**src/rtl/tomasulo_pkg.sv**
```systemverilog
// Shared types and constants for the front-end fetch path.
package tomasulo_pkg;

    localparam logic [31:0] NOP_INSTR  = 32'h0000_0013;
    localparam logic [31:0] ZERO_INSTR = 32'h0000_0000;

    typedef struct packed {
        logic [31:0] pc;
        logic [31:0] instr;
    } ifq_entry_t;

    // Canonical ADDI x0,x0,0 and the all-zero word both count as NOPs.
    function automatic logic is_nop(input logic [31:0] word);
        return (word == NOP_INSTR) || (word == ZERO_INSTR);
    endfunction

endpackage

```
**src/rtl/sync_fifo.sv**
```systemverilog
// Single-clock FIFO with synchronous reset and flush; head data reads as zero when empty.
module sync_fifo #(
    parameter  int WIDTH = 64,
    parameter  int DEPTH = 8,
    localparam int AW    = $clog2(DEPTH),
    localparam int CW    = AW + 1
) (
    input  logic             clk,
    input  logic             rst,
    input  logic             flush,
    input  logic             wr_en,
    input  logic [WIDTH-1:0] wr_data,
    input  logic             rd_en,
    output logic [WIDTH-1:0] rd_data,
    output logic             empty,
    output logic             full,
    output logic [CW-1:0]    count
);

    logic [WIDTH-1:0] r_mem [DEPTH];
    logic [AW-1:0]    r_wr_ptr;
    logic [AW-1:0]    r_rd_ptr;
    logic [CW-1:0]    r_count;
    logic             w_push;
    logic             w_pop;

    assign empty   = (r_count == '0);
    assign full    = (r_count == CW'(DEPTH));
    assign count   = r_count;
    assign w_push  = wr_en && !full;
    assign w_pop   = rd_en && !empty;
    assign rd_data = empty ? '0 : r_mem[r_rd_ptr];

    always_ff @(posedge clk) begin
        if (w_push) begin
            r_mem[r_wr_ptr] <= wr_data;
        end
    end

    // Pointers are exactly AW bits wide, so wrap modulo DEPTH is implicit.
    always_ff @(posedge clk) begin
        if (rst || flush) begin
            r_wr_ptr <= '0;
            r_rd_ptr <= '0;
            r_count  <= '0;
        end else begin
            if (w_push) begin
                r_wr_ptr <= r_wr_ptr + AW'(1);
            end
            if (w_pop) begin
                r_rd_ptr <= r_rd_ptr + AW'(1);
            end
            case ({w_push, w_pop})
                2'b10:   r_count <= r_count + CW'(1);
                2'b01:   r_count <= r_count - CW'(1);
                default: r_count <= r_count;
            endcase
        end
    end

endmodule

```
**src/rtl/instr_fetch_queue.sv**
```systemverilog
// Instruction fetch control feeding a sync_fifo of {pc, instr} entries.
// Optional IFQ_NOP_FILTER_EN drops NOP responses instead of enqueuing them.
module instr_fetch_queue
    import tomasulo_pkg::*;
#(
    parameter  int          DEPTH    = 8,
    parameter  logic [31:0] RESET_PC = 32'h0000_0000,
    localparam int          CW       = $clog2(DEPTH) + 1
) (
    input  logic          clk,
    input  logic          rst,
    output logic          imem_req,
    output logic [31:0]   imem_addr,
    input  logic [31:0]   imem_rdata,
    input  logic          redirect_valid,
    input  logic [31:0]   redirect_pc,
    input  logic          ifq_rd_en,
    output logic [31:0]   instruction,
    output logic [31:0]   pc,
    output logic          ifq_empty,
    output logic          ifq_full,
    output logic [CW-1:0] ifq_count
);

    logic [31:0]  r_fetch_pc;
    logic         r_pending;
    logic [31:0]  r_pending_pc;
    logic [CW-1:0] w_occupancy;
    logic         w_keep;
    logic         w_enq;
    logic         w_deq;
    ifq_entry_t   w_wr_entry;
    ifq_entry_t   w_head;

    // Counting the in-flight response guarantees a slot exists when it lands.
    assign w_occupancy = ifq_count + CW'(r_pending);
    assign imem_req    = !rst && !redirect_valid && (w_occupancy < CW'(DEPTH));
    assign imem_addr   = r_fetch_pc;

`ifdef IFQ_NOP_FILTER_EN
    assign w_keep = !is_nop(imem_rdata);
`else
    assign w_keep = 1'b1;
`endif

    assign w_enq      = r_pending && w_keep && !redirect_valid;
    assign w_deq      = ifq_rd_en && !redirect_valid;
    assign w_wr_entry = '{pc: r_pending_pc, instr: imem_rdata};

    always_ff @(posedge clk) begin
        if (rst) begin
            r_fetch_pc   <= RESET_PC;
            r_pending    <= 1'b0;
            r_pending_pc <= RESET_PC;
        end else if (redirect_valid) begin
            r_fetch_pc <= redirect_pc;
            r_pending  <= 1'b0;
        end else begin
            r_pending <= imem_req;
            if (imem_req) begin
                r_pending_pc <= r_fetch_pc;
                r_fetch_pc   <= r_fetch_pc + 32'd4;
            end
        end
    end

    sync_fifo #(
        .WIDTH ($bits(ifq_entry_t)),
        .DEPTH (DEPTH)
    ) u_fifo (
        .clk     (clk),
        .rst     (rst),
        .flush   (redirect_valid),
        .wr_en   (w_enq),
        .wr_data (w_wr_entry),
        .rd_en   (w_deq),
        .rd_data (w_head),
        .empty   (ifq_empty),
        .full    (ifq_full),
        .count   (ifq_count)
    );

    assign instruction = w_head.instr;
    assign pc          = w_head.pc;

endmodule
```
**config.mk**
```make
export PLATFORM = sky130hd
export DESIGN_NAME = instr_fetch_queue
export DESIGN_NICKNAME = d
export VERILOG_FILES = /design/src/rtl/tomasulo_pkg.sv /design/src/rtl/sync_fifo.sv /design/src/rtl/instr_fetch_queue.sv
export SDC_FILE = /design/constraint.sdc
export NUM_CORES = 1
export LEC_CHECK = 0
export BUFFER_PORTS_ARGS = -buffer_cell sky130_fd_sc_hd__clkbuf_2
export CAP_MARGIN = 20
export CORE_ASPECT_RATIO = 0.7
export CORE_MARGIN = 2
export CORE_UTILIZATION = 55
export DETAILED_ROUTE_END_ITERATION = 8
export PLACE_DENSITY = 0.73
export SYNTH_ARGS = -nofsm -noshare
export SYNTH_HDL_FRONTEND = slang
export SYNTH_SLANG_ARGS = --single-unit
```
**constraint.sdc**
```tcl
create_clock -name clk -period 10.8 [get_ports clk]
set_input_delay 2.16 -clock clk [delete_from_list [all_inputs] [get_ports clk]]
set_output_delay 2.16 -clock clk [all_outputs]
set_load 0.005 [all_outputs]
```
* After elaboration in Yosys (flattened, before gate mapping)
Memory sizes are Yosys's and may differ from the RTL's. A register that Yosys moved wholly into a read port is not among the register bits.
Cells that the tools add are included.
** Storage, ports and cells
- Flip-flop bits (word level) :: 75
- Memory bits (writable) :: 512
- Bits of input ports :: 68
- Output and inout bits :: 103
- Logic and storage cells :: 42
- Memories :: 1
** Memory list
- u_fifo.r_mem :: words 8, bits a word 64, rd ports 1, clocked after memory_dff 1, write ports 1, RTL line sync_fifo.sv:20 : logic [WIDTH-1:0] r_mem [DEPTH];
** Cells by class
- $add $sub $neg :: 6
- Magnitude comparators :: 1
- Equal/unequal tests :: 3
- Muxes and demuxes :: 8
- Bitwise gates (word level) :: 1
- Reductions and logical operators :: 16
** Operator list (number)
- $mux W32 :: 2
- $mux W64 :: 1
- $add A32 B3 Y32 const B :: 1
- $pmux W4 S2 :: 1
- $add A3 B1 Y3 const B :: 2
- $logic_and A1 B1 Y1 :: 6
- $mux W3 :: 2
- $add A4 B1 Y4 :: 1
- $add A4 B1 Y4 const B :: 1
- $eq A4 B4 Y1 const B :: 1
- $logic_not A1 Y1 :: 4
- $logic_not A4 Y1 :: 1
- $lt A4 B4 Y1 const B :: 1
- $reduce_bool A2 Y1 :: 2
- $sub A4 B1 Y4 const B :: 1
- $eq A2 B1 Y1 const B :: 1
- $eq A2 B2 Y1 const B :: 1
- $mux W1 :: 2
- $reduce_and A2 Y1 :: 1
- $reduce_or A2 Y1 :: 1
- $logic_or A1 B1 Y1 :: 1
- $not A1 Y1 :: 1

* Longest topological paths before layout
- Word-level depth :: 5
- Gate-level depth with buffers :: 11
- Depth with buffers taken out :: 10

* Modules after synthesis
Synthesis repeated with hierarchy kept, for this count alone.
** Unflattened totals
- Cell total of the unflattened synthesis :: 1242
- Area, all modules :: 23019.6 µm²
** By module, submodules not included
- sync_fifo :: times used 1, cells an instance 886, area an instance 20064.2 µm², seq. area each 15635.0 µm²
- instr_fetch_queue :: times used 1, cells an instance 356, area an instance 2955.3 µm², seq. area each 1301.2 µm²

* Least setup slack after synthesis
OpenSTA, ideal clock, no wires.
- Path type :: input-to-reg
- From :: in redirect_valid
- To :: mem u_fifo.r_mem[0][0] (enable)
- Library setup time :: 0.565 ns
- Arrival time :: 7.151 ns
- Required time :: 10.235 ns
- Slack :: 3.084 ns
- Stages on the path :: 4
- Buffers on the path :: 1
- Cell sequence :: buf_2 nor3_1 nand2b_1 nor3_1
** On the way
- Word-level cells in the longest chain between the ends :: 5
** Ends and longest elaborated chain
- start, declared :: RTL line instr_fetch_queue.sv:15 : input logic redirect_valid,
- $logic_not A1 Y1 :: RTL line instr_fetch_queue.sv:46 : assign w_enq = r_pending && w_keep && !redirect_valid;
- $logic_and A1 B1 Y1 :: RTL line instr_fetch_queue.sv:46
- $logic_and A1 B1 Y1 :: RTL line sync_fifo.sv:30 : assign w_push = wr_en && !full;
- $mux W1 :: RTL line sync_fifo.sv:35 : if (w_push) begin
- $mux W1 (implied by the code) :: RTL line sync_fifo.sv:36 : r_mem[r_wr_ptr] <= wr_data;
- end, declared :: RTL line sync_fifo.sv:20
Every way passes these cells.

* Worst setup path in the final report
- From :: in rst
- To :: out imem_req
** On the way
- Word-level cells in the longest chain between the ends :: 3
** Ends and longest elaborated chain
- start, declared :: RTL line instr_fetch_queue.sv:11 : input logic rst,
- $logic_not A1 Y1 :: RTL line instr_fetch_queue.sv:37 : assign imem_req = !rst && !redirect_valid && (w_occupancy < CW'(DEPTH));
- $logic_and A1 B1 Y1 (2 in series) :: RTL line instr_fetch_queue.sv:37
- end, declared :: RTL line instr_fetch_queue.sv:12 : output logic imem_req,
Every way passes these cells.

==> results.md <==
| Stage | Parameter | This run |
| --- | --- | --- |
| pwr | Int Pwr | 0.00350 W |
| global routing | Antenna violations before repair | 0 |
| synth | Syn Nets | 1338 |
| final layout | Share of cells above drive strength 1 | 28.0% |
| pwr | Static leakage power | 8.26 nW |
| detailed routing | Number of remaining DRC errors | 0 |
| sta | Crit share post-route | 63.9% |
| sta | Final Hold Fails | 0 |
| clock network | CTS max path bufs | 3 |
| worst hold path | Min-Delay Path Class | reg2reg |
| flow run | Maximum capacitance violations | 0 |
| place | Detailed-placement wirelength estimate | 25700 um |
| synth | Distinct cells, synth | 50 |
| pwr | Power spent charging and discharging nets | 0.000888 W |
| sta | Setup Viol. Count Final | 0 |
| detailed routing | Number of vias after detailed routing | 12.0k |
| global routing | Aggregate global-route resource usage | 21.9% |
| worst setup path | Crit path required time | 8.64 ns |
| synth | Cell count after synthesis | 1264 |
| floorplan | Starting Density | 55.9% |
| clock network | Number of clock sinks | 590 |
| pwr | Sequential share of power | 57.2% |
| synth | Top cell type by total area after synthesis | edfxtp_1 |
| synth | Number of warnings issued by yosys | 0 |
| synth | Most common cell in the synthesized netlist | edfxtp_1 |
| worst setup path | Critical-path cell list | clkbuf_2, buf_4, or3b_1, mux2_4, clkinv_1, clkbuf_2 |
| detailed routing | Final routed wire length divided by cell count | 23.2 um |
| clock network | Clk Tree Root Cell | clkbuf_16 |
| detailed routing | Count of nets left with antenna violations after detail routing | 0 |
| global routing | Wire length of the first global-routing pass | 71500 um |
| global routing | Maximum number of pins on one net before global-route repair | 73 |
| sta | Max-slew violation count | 0 |
| global routing | Via count of the first global-routing pass | 11.9k |
| floorplan | Overall die width | 248 um |
| detailed routing | Wire length after detailed routing | 46900 um |
| pwr | Power density relative to cell area | 168 nW/um2 |
| pwr | Switching part of the total | 20.2% |
| sta | Worst Tran Pin Value | 1.12 ns |
| synth | Number of enable flip-flop cells after synthesis | 512 |
| synth | Top cell type's share of synthesized area | 66.9% |
| floorplan | Floorplan die area | 43400 um2 |
| synth | Post-Synthesis Cell Area | 23000 um2 |
| pwr | Comb power frac | 2.5% |
| clock network | Resized cells post-CTS | 0 |
| pwr | Clock share of power | 40.4% |
| worst setup path | Buf+Inv Stages, Crit Path | 4 |
| clock network | Clock tree from TritonCTS | done |
| worst setup path | Most used cell, CP | clkbuf_2 |
| sta | RSZ-0062 raised after global routing | false |
| final layout | Number of inserted diodes | 0 |
| detailed routing | First-pass iteration count of the detailed router | 5 |
| outcome | Result of the run | finished, final reports clean |
| synth | Async set-reset flop share out of synthesis | 0% |
| worst setup path | Slowest cell delay on critical path | 0.84 ns |
| global routing | Global route overflow | 0 |
| sta | Worst rel slew slack | 25.2% |
| clock network | Total of hold buffers inserted after clock tree synthesis | 0 |
| synth | Dominant synthesized flop cell | edfxtp_1 |
| synth | Flip-flop and latch count after synthesis | 590 |
| synth | Synthesized area per cell | 18.2 um2 |
| final layout | Summed area of non-filler cells in the final layout | 26100 um2 |
| place | PortBufs | 170 |
| place | Worst-case setup slack after placement | 3.90 ns |
| floorplan | Number of placed I/O pins | 171 |
| sta | Final critical delay including setup and external delays | 6.90 ns |
| synth | Seq/Total Area, Yosys | 73.7% |
| sta | Post-Route Skew | 0.0185 ns |
| worst setup path | Data arrival time at the worst-slack endpoint | 4.74 ns |
| final layout | Number of nets in the finished design | 1508 |
| sta | Fmax | 145 MHz |
| floorplan | Die boundary height | 175 um |
| clock network | Maximum level of the CTS H-tree | 2 |
| detailed routing | Average vias per placed instance | 5.95 |
| worst setup path | Type of origin of the critical path | primary input |
| final layout | Syn-to-layout area delta | 13.4% |
| sta | Final TNS setup | 0 ns |
| sta | PnR worst setup slack | 3.90 ns |
| detailed routing | Iter 0 DRT Violations | 1284 |
| floorplan | Std cell rows | 62 |
| clock network | Insertion delay to the later sink of the worst-skew pair | 0.58 ns |
| worst setup path | Kind of end point of the critical path | output port |
| place | Total placed instance area | 24400 um2 |
| worst setup path | Setup Crit Path Kind | in2out |
| clock network | Setup repair bufs after CTS | 0 |
| synth | Post-synth top cells | edfxtp_1 (512), mux4_2 (128), nor2_1 (97) |
| synth | Synth top area cells | edfxtp_1 (67%), mux4_2 (13%), dfxtp_1 (6.8%) |
| clock network | Clock transition at the registers of the reported paths | 0.06 ns |
| place | Final Wtd Congestion | 0.800 |
| floorplan | Area of the core | 41100 um2 |
| worst setup path | Cell type of the slowest stage on the worst timing path | clkinv_1 |
| sta | Worst hold slack across all endpoints | 0.489 ns |
| worst setup path | Crit Path Max Fanout | 72 |
| worst setup path | Cell family contributing the most delay on the critical path | buffers and inverters |
| pwr | Worst vdd ir | 0.000108 V |
| clock network | TritonCTS Buffers | 54 |
kinds of logic after synthesis:
kind of cell	count (synthesis)	synth area share, %
mux	200	15.7
simple gates	257	5.10
flops	590	73.7
fa+ha+maj	6	0.327
compound gates	104	2.76
buf+inv	88	1.66
xor+xnor	19	0.724
placed cells by master (no fill, tap or decap), types with 7 or more instances in the layout:
| cell type | synthesis | final |
|---|---|---|
| edfxtp_1 | 512 | 512 |
| clkbuf_2 | 0 | 170 |
| mux4_2 | 128 | 128 |
| nor2_1 | 97 | 91 |
| nand2_1 | 84 | 84 |
| dfxtp_1 | 78 | 75 |
| mux2i_1 | 70 | 70 |
| a21oi_1 | 58 | 58 |
| clkbuf_16 | 0 | 54 |
| buf_4 | 0 | 17 |
| nand3_1 | 16 | 16 |
| clkinv_1 | 1 | 14 |
| inv_1 | 13 | 13 |
| clkbuf_1 | 45 | 13 |
| nor4_1 | 13 | 12 |
| xnor2_1 | 11 | 11 |
| nor3_1 | 13 | 11 |
| clkinv_2 | 0 | 11 |
| o311ai_0 | 8 | 8 |
| a211oi_1 | 7 | 7 |
| and2_1 | 7 | 7 |
| a31oi_1 | 7 | 7 |
| xor2_1 | 8 | 7 |
worst paths after layout:
check	from	to	slack [ns]	cells past startpoint
worst max-delay path	rst	imem_req	3.90	6
worst min-delay path	imem_addr[0]	r_pending_pc[0]	0.49	2
worst max register to register	u_fifo.count[1]	u_fifo.r_mem[2][42]	7.58	5
worst min register to register	imem_addr[0]	r_pending_pc[0]	0.49	2
cell type report:
class | count | area (um2)
Multi-Input combinational cell | 586 | 5720
Clock buffer | 67 | 1400
Sequential cell | 590 | 16900
Fill cell | 2868 | 15100
Clock inverter | 35 | 244
Inverter | 14 | 52.6
Timing Repair Buffer | 188 | 1010
Tap cell | 544 | 681
tightest hold or removal path, cell delays in order (launching register included):
cell and delay, ns:
dfxtp_1 0.33, nand2_1 0.06, a21oi_1 0.05
sequential cells by signal (all words and copies together) (netlist names), named ones only:
signal and count:
r_pending 1, imem_addr 32, u_fifo.count 4, r_pending_pc 32, u_fifo.r_wr_ptr 3, u_fifo.r_rd_ptr 3
u_fifo.r_mem 512
power by group through the flow:
stage / clock, W / sequential (W) / combinational, W
6_report: 0.00177 / 0.00251 / 0.000108
5_1_grt: 0.00191 / 0.00251 / 0.000119
4_1_cts: 0.00181 / 0.00251 / 0.000108
3_5_place_dp: 0 / 0.00256 / 0.000107
3_3_place_gp: 0 / 0.00256 / 0.000104
2_1_floorplan: 0 / 0.00255 / 0.0000579
through the flow:
step / utilization [%] / std cells / power, W
finish: 63.4 / 2024 / 0.00439
global route: 63.4 / 2024 / 0.00454
CTS: 63.3 / 2023 / 0.00443
detailed placement: 59.3 / 1921 / 0.00267
global placement: 59.3 / 1921 / 0.00266
floorplan: - / 1264 / 0.00261
layer usage:
layer | share of wire (%) | vias to the layer above | wire length (um) | track usage, %
met5 | 0 | - | 0 | 0
met2 | 48 | 380 | 22500 | 34.5
li1 | - | 5359 | - | -
met4 | 1.5 | 0 | 718 | 4.19
met3 | 5.8 | 66 | 2730 | 3.49
met1 | 45 | 6240 | 20900 | 33.1
No activity file was read; power rests on OpenSTA's default activity.
